### src/rtl/mem_stage.sv
// mem_stage: memory-access pipeline stage.
//   Takes the EX/MEM register outputs, runs load/store accesses over a
//   simple request/ack data bus, and presents write-back values to MEM/WB.
// Ports:
//   clk, rst                          clock, async active-high reset
//   mem_data_i/mem_wd_i/mem_wreg_i    ALU result, dest reg, write enable
//   mem_lsop_i                        load/store opcode (0 none, 1..8 ops)
//   mem_memaddr_i, mem_reg2_i         effective address, store source data
//   mem_delay_i                       delay-slot flag (passed through)
//   wb_stall_i                        MEM/WB register stalled
//   bus_req/bus_we/bus_addr/bus_wdata/bus_sel   registered bus request
//   bus_ack, bus_rdata                completion pulse and read word
//   stallreq_o                        pipeline stall request
//   wb_wdata_o/wb_wd_o/wb_wreg_o      write-back data, dest reg, enable
//   wb_delay_o                        delay-slot flag to MEM/WB
//   exc_align_o                       misaligned-access flag
module mem_stage (
  input  logic        clk,
  input  logic        rst,
  input  logic [31:0] mem_data_i,
  input  logic [4:0]  mem_wd_i,
  input  logic        mem_wreg_i,
  input  logic [3:0]  mem_lsop_i,
  input  logic [31:0] mem_memaddr_i,
  input  logic [31:0] mem_reg2_i,
  input  logic        mem_delay_i,
  input  logic        wb_stall_i,
  output logic        bus_req,
  output logic        bus_we,
  output logic [31:0] bus_addr,
  output logic [31:0] bus_wdata,
  output logic [3:0]  bus_sel,
  input  logic        bus_ack,
  input  logic [31:0] bus_rdata,
  output logic        stallreq_o,
  output logic [31:0] wb_wdata_o,
  output logic [4:0]  wb_wd_o,
  output logic        wb_wreg_o,
  output logic        wb_delay_o,
  output logic        exc_align_o
);

  typedef enum logic [1:0] {
    S_IDLE,
    S_BUSY,
    S_DONE
  } state_e;

  typedef enum logic [3:0] {
    OP_NONE = 4'd0,
    OP_LB   = 4'd1,
    OP_LBU  = 4'd2,
    OP_LH   = 4'd3,
    OP_LHU  = 4'd4,
    OP_LW   = 4'd5,
    OP_SB   = 4'd6,
    OP_SH   = 4'd7,
    OP_SW   = 4'd8
  } lsop_e;

  state_e      state_q, state_d;
  logic        bus_req_q, bus_req_d;
  logic        bus_we_q, bus_we_d;
  logic [31:0] bus_addr_q, bus_addr_d;
  logic [31:0] bus_wdata_q, bus_wdata_d;
  logic [3:0]  bus_sel_q, bus_sel_d;
  logic [31:0] rdata_q, rdata_d;
  logic [3:0]  op_q, op_d;
  logic [1:0]  lane_q, lane_d;

  // Opcode decode of the incoming instruction
  logic is_load, is_store, is_mem;
  logic sz_byte, sz_half, sz_word;
  logic misaligned;
  logic [3:0]  req_sel;
  logic [31:0] req_wdata;

  always_comb begin
    is_load  = 1'b0;
    is_store = 1'b0;
    sz_byte  = 1'b0;
    sz_half  = 1'b0;
    sz_word  = 1'b0;
    case (mem_lsop_i)
      OP_LB, OP_LBU: begin is_load  = 1'b1; sz_byte = 1'b1; end
      OP_LH, OP_LHU: begin is_load  = 1'b1; sz_half = 1'b1; end
      OP_LW:         begin is_load  = 1'b1; sz_word = 1'b1; end
      OP_SB:         begin is_store = 1'b1; sz_byte = 1'b1; end
      OP_SH:         begin is_store = 1'b1; sz_half = 1'b1; end
      OP_SW:         begin is_store = 1'b1; sz_word = 1'b1; end
      default:       ;
    endcase
    is_mem     = is_load | is_store;
    misaligned = (sz_half & mem_memaddr_i[0]) |
                 (sz_word & (mem_memaddr_i[1:0] != 2'b00));
  end

  // Byte-lane enables and lane-replicated store data for the request
  always_comb begin
    req_sel   = '0;
    req_wdata = '0;
    if (sz_byte) begin
      req_sel = 4'b0001 << mem_memaddr_i[1:0];
    end else if (sz_half) begin
      req_sel = mem_memaddr_i[1] ? 4'b1100 : 4'b0011;
    end else if (sz_word) begin
      req_sel = 4'b1111;
    end
    if (is_store) begin
      if (sz_byte)      req_wdata = {4{mem_reg2_i[7:0]}};
      else if (sz_half) req_wdata = {2{mem_reg2_i[15:0]}};
      else              req_wdata = mem_reg2_i;
    end
  end

  // Next-state and bus register update
  always_comb begin
    state_d     = state_q;
    bus_req_d   = bus_req_q;
    bus_we_d    = bus_we_q;
    bus_addr_d  = bus_addr_q;
    bus_wdata_d = bus_wdata_q;
    bus_sel_d   = bus_sel_q;
    rdata_d     = rdata_q;
    op_d        = op_q;
    lane_d      = lane_q;
    case (state_q)
      S_IDLE: begin
        if (is_mem && !misaligned) begin
          state_d     = S_BUSY;
          bus_req_d   = 1'b1;
          bus_we_d    = is_store;
          bus_addr_d  = {mem_memaddr_i[31:2], 2'b00};
          bus_wdata_d = req_wdata;
          bus_sel_d   = req_sel;
          // Op and lane are kept so DONE extends the data of the access
          // actually issued, independent of the EX/MEM inputs.
          op_d        = mem_lsop_i;
          lane_d      = mem_memaddr_i[1:0];
        end
      end
      S_BUSY: begin
        if (bus_ack) begin
          state_d   = S_DONE;
          bus_req_d = 1'b0;
          if (op_q >= OP_LB && op_q <= OP_LW) rdata_d = bus_rdata;
        end
      end
      S_DONE: begin
        if (!wb_stall_i) state_d = S_IDLE;
      end
      default: state_d = S_IDLE;
    endcase
  end

  always_ff @(posedge clk or posedge rst) begin
    if (rst) begin
      state_q     <= S_IDLE;
      bus_req_q   <= 1'b0;
      bus_we_q    <= 1'b0;
      bus_addr_q  <= '0;
      bus_wdata_q <= '0;
      bus_sel_q   <= '0;
      rdata_q     <= '0;
      op_q        <= '0;
      lane_q      <= '0;
    end else begin
      state_q     <= state_d;
      bus_req_q   <= bus_req_d;
      bus_we_q    <= bus_we_d;
      bus_addr_q  <= bus_addr_d;
      bus_wdata_q <= bus_wdata_d;
      bus_sel_q   <= bus_sel_d;
      rdata_q     <= rdata_d;
      op_q        <= op_d;
      lane_q      <= lane_d;
    end
  end

  assign bus_req   = bus_req_q;
  assign bus_we    = bus_we_q;
  assign bus_addr  = bus_addr_q;
  assign bus_wdata = bus_wdata_q;
  assign bus_sel   = bus_sel_q;

  // Extension of the latched read word for the issued load
  logic [7:0]  ld_byte;
  logic [15:0] ld_half;
  logic [31:0] ld_ext;

  always_comb begin
    case (lane_q)
      2'd0:    ld_byte = rdata_q[7:0];
      2'd1:    ld_byte = rdata_q[15:8];
      2'd2:    ld_byte = rdata_q[23:16];
      default: ld_byte = rdata_q[31:24];
    endcase
    ld_half = lane_q[1] ? rdata_q[31:16] : rdata_q[15:0];
    case (op_q)
      OP_LB:   ld_ext = {{24{ld_byte[7]}}, ld_byte};
      OP_LBU:  ld_ext = {24'd0, ld_byte};
      OP_LH:   ld_ext = {{16{ld_half[15]}}, ld_half};
      OP_LHU:  ld_ext = {16'd0, ld_half};
      default: ld_ext = rdata_q;
    endcase
  end

  // Stage outputs; write enable is suppressed while an access is pending
  always_comb begin
    stallreq_o  = 1'b0;
    exc_align_o = 1'b0;
    wb_wdata_o  = mem_data_i;
    wb_wreg_o   = mem_wreg_i;
    if (rst) begin
      wb_wreg_o = 1'b0;
    end else begin
      case (state_q)
        S_IDLE: begin
          if (is_mem) begin
            wb_wreg_o = 1'b0;
            if (misaligned) exc_align_o = 1'b1;
            else            stallreq_o  = 1'b1;
          end
        end
        S_BUSY: begin
          stallreq_o = 1'b1;
          wb_wreg_o  = 1'b0;
        end
        S_DONE: begin
          if (op_q >= OP_LB && op_q <= OP_LW) wb_wdata_o = ld_ext;
        end
        default: ;
      endcase
    end
  end

  assign wb_wd_o    = mem_wd_i;
  assign wb_delay_o = mem_delay_i;

endmodule

### config.mk
export PLATFORM = sky130hd
export DESIGN_NAME = mem_stage
export DESIGN_NICKNAME = d
export VERILOG_FILES = /design/src/rtl/mem_stage.sv
export SDC_FILE = /design/constraint.sdc
export NUM_CORES = 1
export LEC_CHECK = 0
export ABC_CLOCK_PERIOD_IN_PS = 4570
export CELL_PAD_IN_SITES_DETAIL_PLACEMENT = 1
export CELL_PAD_IN_SITES_GLOBAL_PLACEMENT = 2
export CORE_ASPECT_RATIO = 1.1
export CORE_MARGIN = 8
export CORE_UTILIZATION = 24
export CTS_CLUSTER_SIZE = 10
export DETAILED_ROUTE_END_ITERATION = 10
export GPL_ROUTABILITY_DRIVEN = 0
export GPL_TIMING_DRIVEN = 0
export MAX_ROUTING_LAYER = met4
export PLACE_DENSITY = 0.86
export SYNTH_ARGS = -nofsm -noshare
export SYNTH_HDL_FRONTEND = slang
export SYNTH_SLANG_ARGS = --single-unit
### constraint.sdc
create_clock -name clk -period 4.57 [get_ports clk]
set_input_delay 0.914 -clock clk [delete_from_list [all_inputs] [get_ports clk]]
set_output_delay 0.914 -clock clk [all_outputs]
set_load 0.03 [all_outputs]
==> results of run 1 <==
## how the worst max path moves through the flow
stage,startpoint,end,slack [ns]
6_report,rst,wb_wdata_o[29],0.10
4_1_cts,rst,wb_wdata_o[31],0.07
3_3_place_gp,rst,wb_wreg_o,-1.40
2_1_floorplan,rst,wb_wreg_o,0.76
3_5_place_dp,rst,wb_wdata_o[4],-0.24
5_1_grt,rst,wb_wdata_o[14],0.001
## worst max-delay path, stage by stage
cell,delay [ns]
clkdlybuf4s50_1,0.57
or4b_2,0.75
a31oi_4,0.40
buf_6,0.24
a21oi_2,0.07
clkdlybuf4s50_1,0.62
## area by class of cell
class,count,area [um2],share of cell area [%]
Multi-Input combinational cell,332,2887,31.72
Sequential cell,108,2703,29.70
Timing Repair Buffer,245,2482,27.28
Tap cell,310,387.9,4.263
Clock inverter,5,36.28,0.3988
Buffer,45,307.8,3.383
Clock buffer,11,242.7,2.668
Inverter,13,52.55,0.5776
## metrics by stage
| stage | utilization (%) | power, W |
|---|---|---|
| after global routing | 37.29 | 0.006302 |
| after global placement | 35.91 | 0.005156 |
| after floorplan | - | 0.003867 |
| after detailed placement | 36.07 | 0.005208 |
| after CTS | 37.22 | 0.006021 |
| final | 37.29 | 0.005942 |
## synthesized netlist by cell type (4+ instances only)
master / instances / area, um2
dfrtp_1: 108 / 2703
mux2_2: 41 / 461.7
mux2_4: 32 / 480.5
nor2_1: 31 / 116.4
o22ai_1: 29 / 181.4
nand2_1: 23 / 86.33
o2bb2ai_1: 23 / 201.4
a21oi_1: 19 / 95.09
mux2i_1: 18 / 180.2
buf_2: 17 / 85.08
inv_1: 13 / 48.80
a21oi_2: 10 / 87.58
clkbuf_1: 10 / 37.54
buf_4: 9 / 67.56
a22o_1: 8 / 70.07
mux4_2: 8 / 180.2
o32ai_1: 8 / 70.07
mux2_1: 6 / 67.56
nor3b_1: 6 / 45.04
nor2b_1: 5 / 31.28
buf_6: 4 / 45.04
nor3_1: 4 / 20.02
o21a_1: 4 / 30.03
o21ai_0: 4 / 20.02
## sequential cells by signal, indices dropped and copies added (netlist names)
name	flops
rdata_q	32
bus_wdata	32
state_q	2
lane_q	2
bus_addr	30
bus_we	1
bus_req	1
bus_sel	4
op_q	4
## report_power, final
group	switching, W	internal, W	leakage (nW)	total (W)
combinational	0.00177	0.00162	2.33	0.00338
clock	0.000381	0.000387	0.128	0.000769
sequential	0.000368	0.00142	1.34	0.00179
## metal layers
| metal | vias up | track usage (%) |
|---|---|---|
| met5 | - | - |
| met1 | 2478 | 18.80 |
| met2 | 201 | 24.37 |
| met4 | 0 | 4.003 |
| met3 | 13 | 5.341 |
| li1 | 2340 | - |
## kinds of logic after synthesis
group | Yosys count
mux | 105
simple gates | 93
flops | 108
compound gates | 129
xor+xnor | 3
buf+inv | 58
other cells | 1
==> reports/qor.csv, run 1 <==
metric,value,unit
outcome,"complete, no violations",
Max Cap Viol,0,
first drt pass iteration count,4,
Die Height,180.9,um
initial antenna violation count,0,
PwrDens,653.0,nW/um2
Synth Instances,497,
# setup viols final,0,
Mapped Area,5933,um2
Netlist cell types,60,
r2r endpoint,rdata_q[23],
Remaining DRCs,0,
DR WL met2,10590,um
clock insertion delay at the later pin of the skew report,0.35,ns
Yosys reg bits,108,
CTS H-tree depth,3,
Ports,254,
Critical Path AT,3.55,ns
final instance area,9099,um2
setup ws final,0.1013,ns
nets@finish,897,
sequential fraction of the synthesis area,45.55,%
most frequent cells in the layout,"clkdlybuf4s50_1, dfrtp_1, mux2_2",
drt initial violations,221,
Hold Startpoint,bus_wdata[19],
mux share of post-synthesis cell area,23.09,%
vias in the first global route,5737,
Register-to-Register Path Depth,6,
ANT cells,0,
Clock transition at path regs,0.08,ns
CTS tree,built,
setup TNS,0,ns
"commonest non-fill, non-tap cell in the layout",clkdlybuf4s50_1,
post-route insts no fill,1069,
Post-CTS Setup Bufs,0,
Post-CTS Resized,5,
vias per cell,4.707,
CTS root buf,clkbuf_16,
Worst VDD drop,306.6,uV
Die ar.,30010,um2
final hold violations,0,
dpl cells,1053,
simple logic cell fraction of the synthesized area,8.477,%
initial core utilization,24.32,%
critical path class,in -> out,
largest family of logic cells by synthesized area,multiplexers,
Worst setup EP type,primary output,
DR vias,5032,
"worst slack, placed",-0.2434,ns
# hold bufs at CTS,0,
Hold WC Path Type,reg -> reg,
FILL cells,2658,
DR top layer,met4,
crit path launch type,primary input,
met3 wire length,1908,um
clock sinks,108,
maximum clock insertion buffer count,2,
hpwl dp,17550,um
final slew viol count,0,
GRT Util Overall,15.52,%
die width,165.9,um
first-pass GRT wire length,35160,um
wire per inst,21.24,um
XOR/XNOR Fraction of Synth Area,0.4429,%
syn avg cell area,11.94,um2
total routed wirelength,22710,um
RSZ-0062 raised after global routing,no,
fraction of layout cells with a size suffix above 1,21.08,%
Worst Tran Pin Value,0.8471,ns
largest net degree at the start of global routing,40,
Hold Path Sink,bus_wdata[19],
Layout area overhead,53.35,%
YS warnings,0,
WHS Path Cells,1,
FF-to-FF setup slack,2.58,ns
Synth Area in Compound Gates,16.43,%
Async SR Flop Fraction,100.0,%
RR Startpoint,op_q[0],
port bufs,243,
fin crit period,4.469,ns
number of flops mapped to enable cells by yosys,0,
ys flop type,dfrtp_1,
Slew headroom,43.41,%
top achievable clock speed,0.2238,GHz
final clock skew,0.005357,ns
WHS,0.4969,ns
Leak,3.793,nW
num rows,60,
placed cell area,8801,um2
met1 wire length,9933,um
worst-path maximum fanout,10,
CTS buffer count,9,
CORE AREA,24400,um2
Synth Area in Adders,0,%
fin crit share,97.78,%
total gr overflow,0,
critical path required time,3.66,ns
Post-DRT Antenna Nets,0,
Power figures use the tool's default switching activity.
==> run 2: changes to the inputs <==
- GPL_TIMING_DRIVEN: 0 -> default
==> run 2 against run 1 <==
  * Hold slack lost 0.018 ns
  * Setup slack improved by 0.20 ns
  * Critical path type unchanged
  * Via count down 2.5%
  * Largest power group unchanged
==> reports/qor.csv, run 2 (synthesized netlist as in run 1, its figures left out) <==
metric,value,unit,change
outcome,"complete, no violations",,unchanged
CORE AREA,24400,um2,unchanged
"commonest non-fill, non-tap cell in the layout",clkdlybuf4s50_1,,unchanged
WHS Path Cells,1,,unchanged
maximum clock insertion buffer count,2,,unchanged
final hold violations,0,,unchanged
Register-to-Register Path Depth,5,,was 6
Remaining DRCs,0,,unchanged
critical path class,in -> out,,unchanged
Most common cell on crit path,clkdlybuf4s50_1,,unchanged
CP max stage delay,0.70,ns,was 0.75 ns
setup TNS,0,ns,unchanged
Ports,254,,unchanged
CTS tree,built,,unchanged
Leak,3.685,nW,was 3.793 nW
num rows,60,,unchanged
top achievable clock speed,0.2345,GHz,was 0.2238 GHz
Layout area overhead,50.08,%,was 53.35%
Die ar.,30010,um2,unchanged
port bufs,239,,was 243
CTS root buf,clkbuf_16,,unchanged
# hold bufs at CTS,0,,unchanged
Critical Path AT,3.35,ns,was 3.55 ns
DR vias,4906,,"was 5,032"
initial core utilization,24.32,%,unchanged
final clock skew,0.007026,ns,was 0.005357 ns
slowest CP cell,clkdlybuf4s50_1,,was or4b_2
first-pass GRT wire length,33750,um,"was 35,160 um"
"worst slack, placed",0.2693,ns,was -0.2434 ns
WHS,0.4793,ns,was 0.4969 ns
drt initial violations,159,,was 221
fraction of layout cells with a size suffix above 1,22.56,%,was 21.08%
Total Power Consumption,0.005918,W,was 0.005942 W
vias per cell,4.726,,was 4.707
initial antenna violation count,1,,was 0
Hold WC Path Type,reg -> reg,,unchanged
die width,165.9,um,unchanged
largest net degree at the start of global routing,69,,was 40
post-route insts no fill,1038,,"was 1,069"
CTS H-tree depth,3,,unchanged
RSZ-0062 raised after global routing,no,,unchanged
clock sinks,108,,unchanged
fin crit share,93.32,%,was 97.78%
vias in the first global route,5581,,"was 5,737"
first drt pass iteration count,4,,unchanged
crit path launch type,primary input,,unchanged
fin crit period,4.265,ns,was 4.469 ns
Worst Tran Pin Value,0.9080,ns,was 0.8471 ns
CTS buffer count,9,,unchanged
Clock transition at path regs,0.07,ns,was 0.08 ns
Die Height,180.9,um,unchanged
hpwl dp,16370,um,"was 17,550 um"
worst-path maximum fanout,7,,was 10
nets@finish,865,,was 897
Worst VDD drop,327.2,uV,was 306.6 uV
dpl cells,1021,,"was 1,053"
GRT Util Overall,14.67,%,was 15.52%
wire per inst,20.66,um,was 21.24 um
total routed wirelength,21440,um,"was 22,710 um"
Worst setup EP type,primary output,,unchanged
PwrDens,664.6,nW/um2,was 653.0 nW/um2
total gr overflow,0,,unchanged
final slew viol count,0,,unchanged
Max Cap Viol,0,,unchanged
# setup viols final,0,,unchanged
clock insertion delay at the later pin of the skew report,0.34,ns,was 0.35 ns
CP cell instances,clkdlybuf4s50_1 > or4b_2 > a21oi_1 > o21ai_1 > o2bb2ai_1 > clkdlybuf4s50_1,,was clkdlybuf4s50_1 > or4b_2 > a31oi_4 > buf_6 > a21oi_2 > clkdlybuf4s50_1
Post-CTS Resized,0,,was 5
setup ws final,0.3053,ns,was 0.1013 ns
Slew headroom,39.47,%,was 43.41%
Post-DRT Antenna Nets,0,,unchanged
Post-CTS Setup Bufs,0,,unchanged
critical path required time,3.66,ns,about the same
most frequent cells in the layout,"clkdlybuf4s50_1, dfrtp_1, mux2_2",,unchanged
run 2: cell count changes in the layout (fill, tap and decap cells not counted), moves of 2 or more:
cell / delta
clkbuf_1: -6
bufinv_16: +2
buf_6: -4
clkbuf_2: -4
dlygate4sd2_1: -2
clkdlybuf4s50_1: -22
buf_12: +2
buf_4: +28
dlymetal6s2s_1: -5
buf_2: -17
run 2: worst paths after layout:
kind | from | endpoint | slack (ns)
worst max-delay path | rst | wb_wdata_o[12] | 0.31
worst min-delay path | bus_we | bus_we | 0.48
worst max register to register | op_q[1] | rdata_q[25] | 2.15
worst min register to register | bus_we | bus_we | 0.48
max in group asynchronous | rst | bus_addr[29] | 2.11
min in group asynchronous | rst | state_q[1] | 1.38
run 2: stage by stage:
| step | area, um2 | util, % |
|---|---|---|
| 6_report | 8905 | 36.50 |
| 5_1_grt | 8905 | 36.50 |
| 4_1_cts | 8902 | 36.49 |
| 3_5_place_dp | 8586 | 35.19 |
| 3_3_place_gp | 8586 | 35.19 |
| 2_1_floorplan | 5941 | - |
run 2: final cells by class:
| class | instances | area (um2) |
|---|---|---|
| fill | 2687 | 15490 |
| clock buffer | 11 | 232.7 |
| antenna | 1 | 2.502 |
| multi-input combinational | 332 | 2883 |
| inverter | 13 | 52.55 |
| clock inverter | 5 | 83.83 |
| tap | 310 | 387.9 |
| timing repair buffer | 258 | 2560 |
| sequential | 108 | 2703 |
run 2: per-layer routing:
| layer | track usage, % | vias to the layer above | share of wire, % |
|---|---|---|---|
| li1 | - | 2282 | - |
| met1 | 17.34 | 2420 | 42 |
| met2 | 23.46 | 190 | 47 |
| met3 | 5.603 | 14 | 9.4 |
| met4 | 3.093 | 0 | 1.1 |
| met5 | - | - | 0 |
run 2: critical path, delay by kind of cell:
kind,cells,cell delay [ns]
AOI/OAI and AO/OA,3,0.64
buffers and inverters,2,1.12
and+or+nand+nor,1,0.68
run 2: power by group:
group / leakage, nW / total [W] / internal [W] / switching (W)
clock network: 0.146 / 0.000851 / 0.000484 / 0.000367
registers: 1.34 / 0.00188 / 0.00142 / 0.000457
logic: 2.20 / 0.00319 / 0.00156 / 0.00163
total: 3.69 / 0.00592 / 0.00347 / 0.00245
==> run 3: changes to the inputs <==
- CTS_CLUSTER_SIZE: 10 -> 16
- SLEW_MARGIN: default -> 5
==> results of run 3 <==
Same layout as run 2: the final DEF is identical, and so are final timing and power.
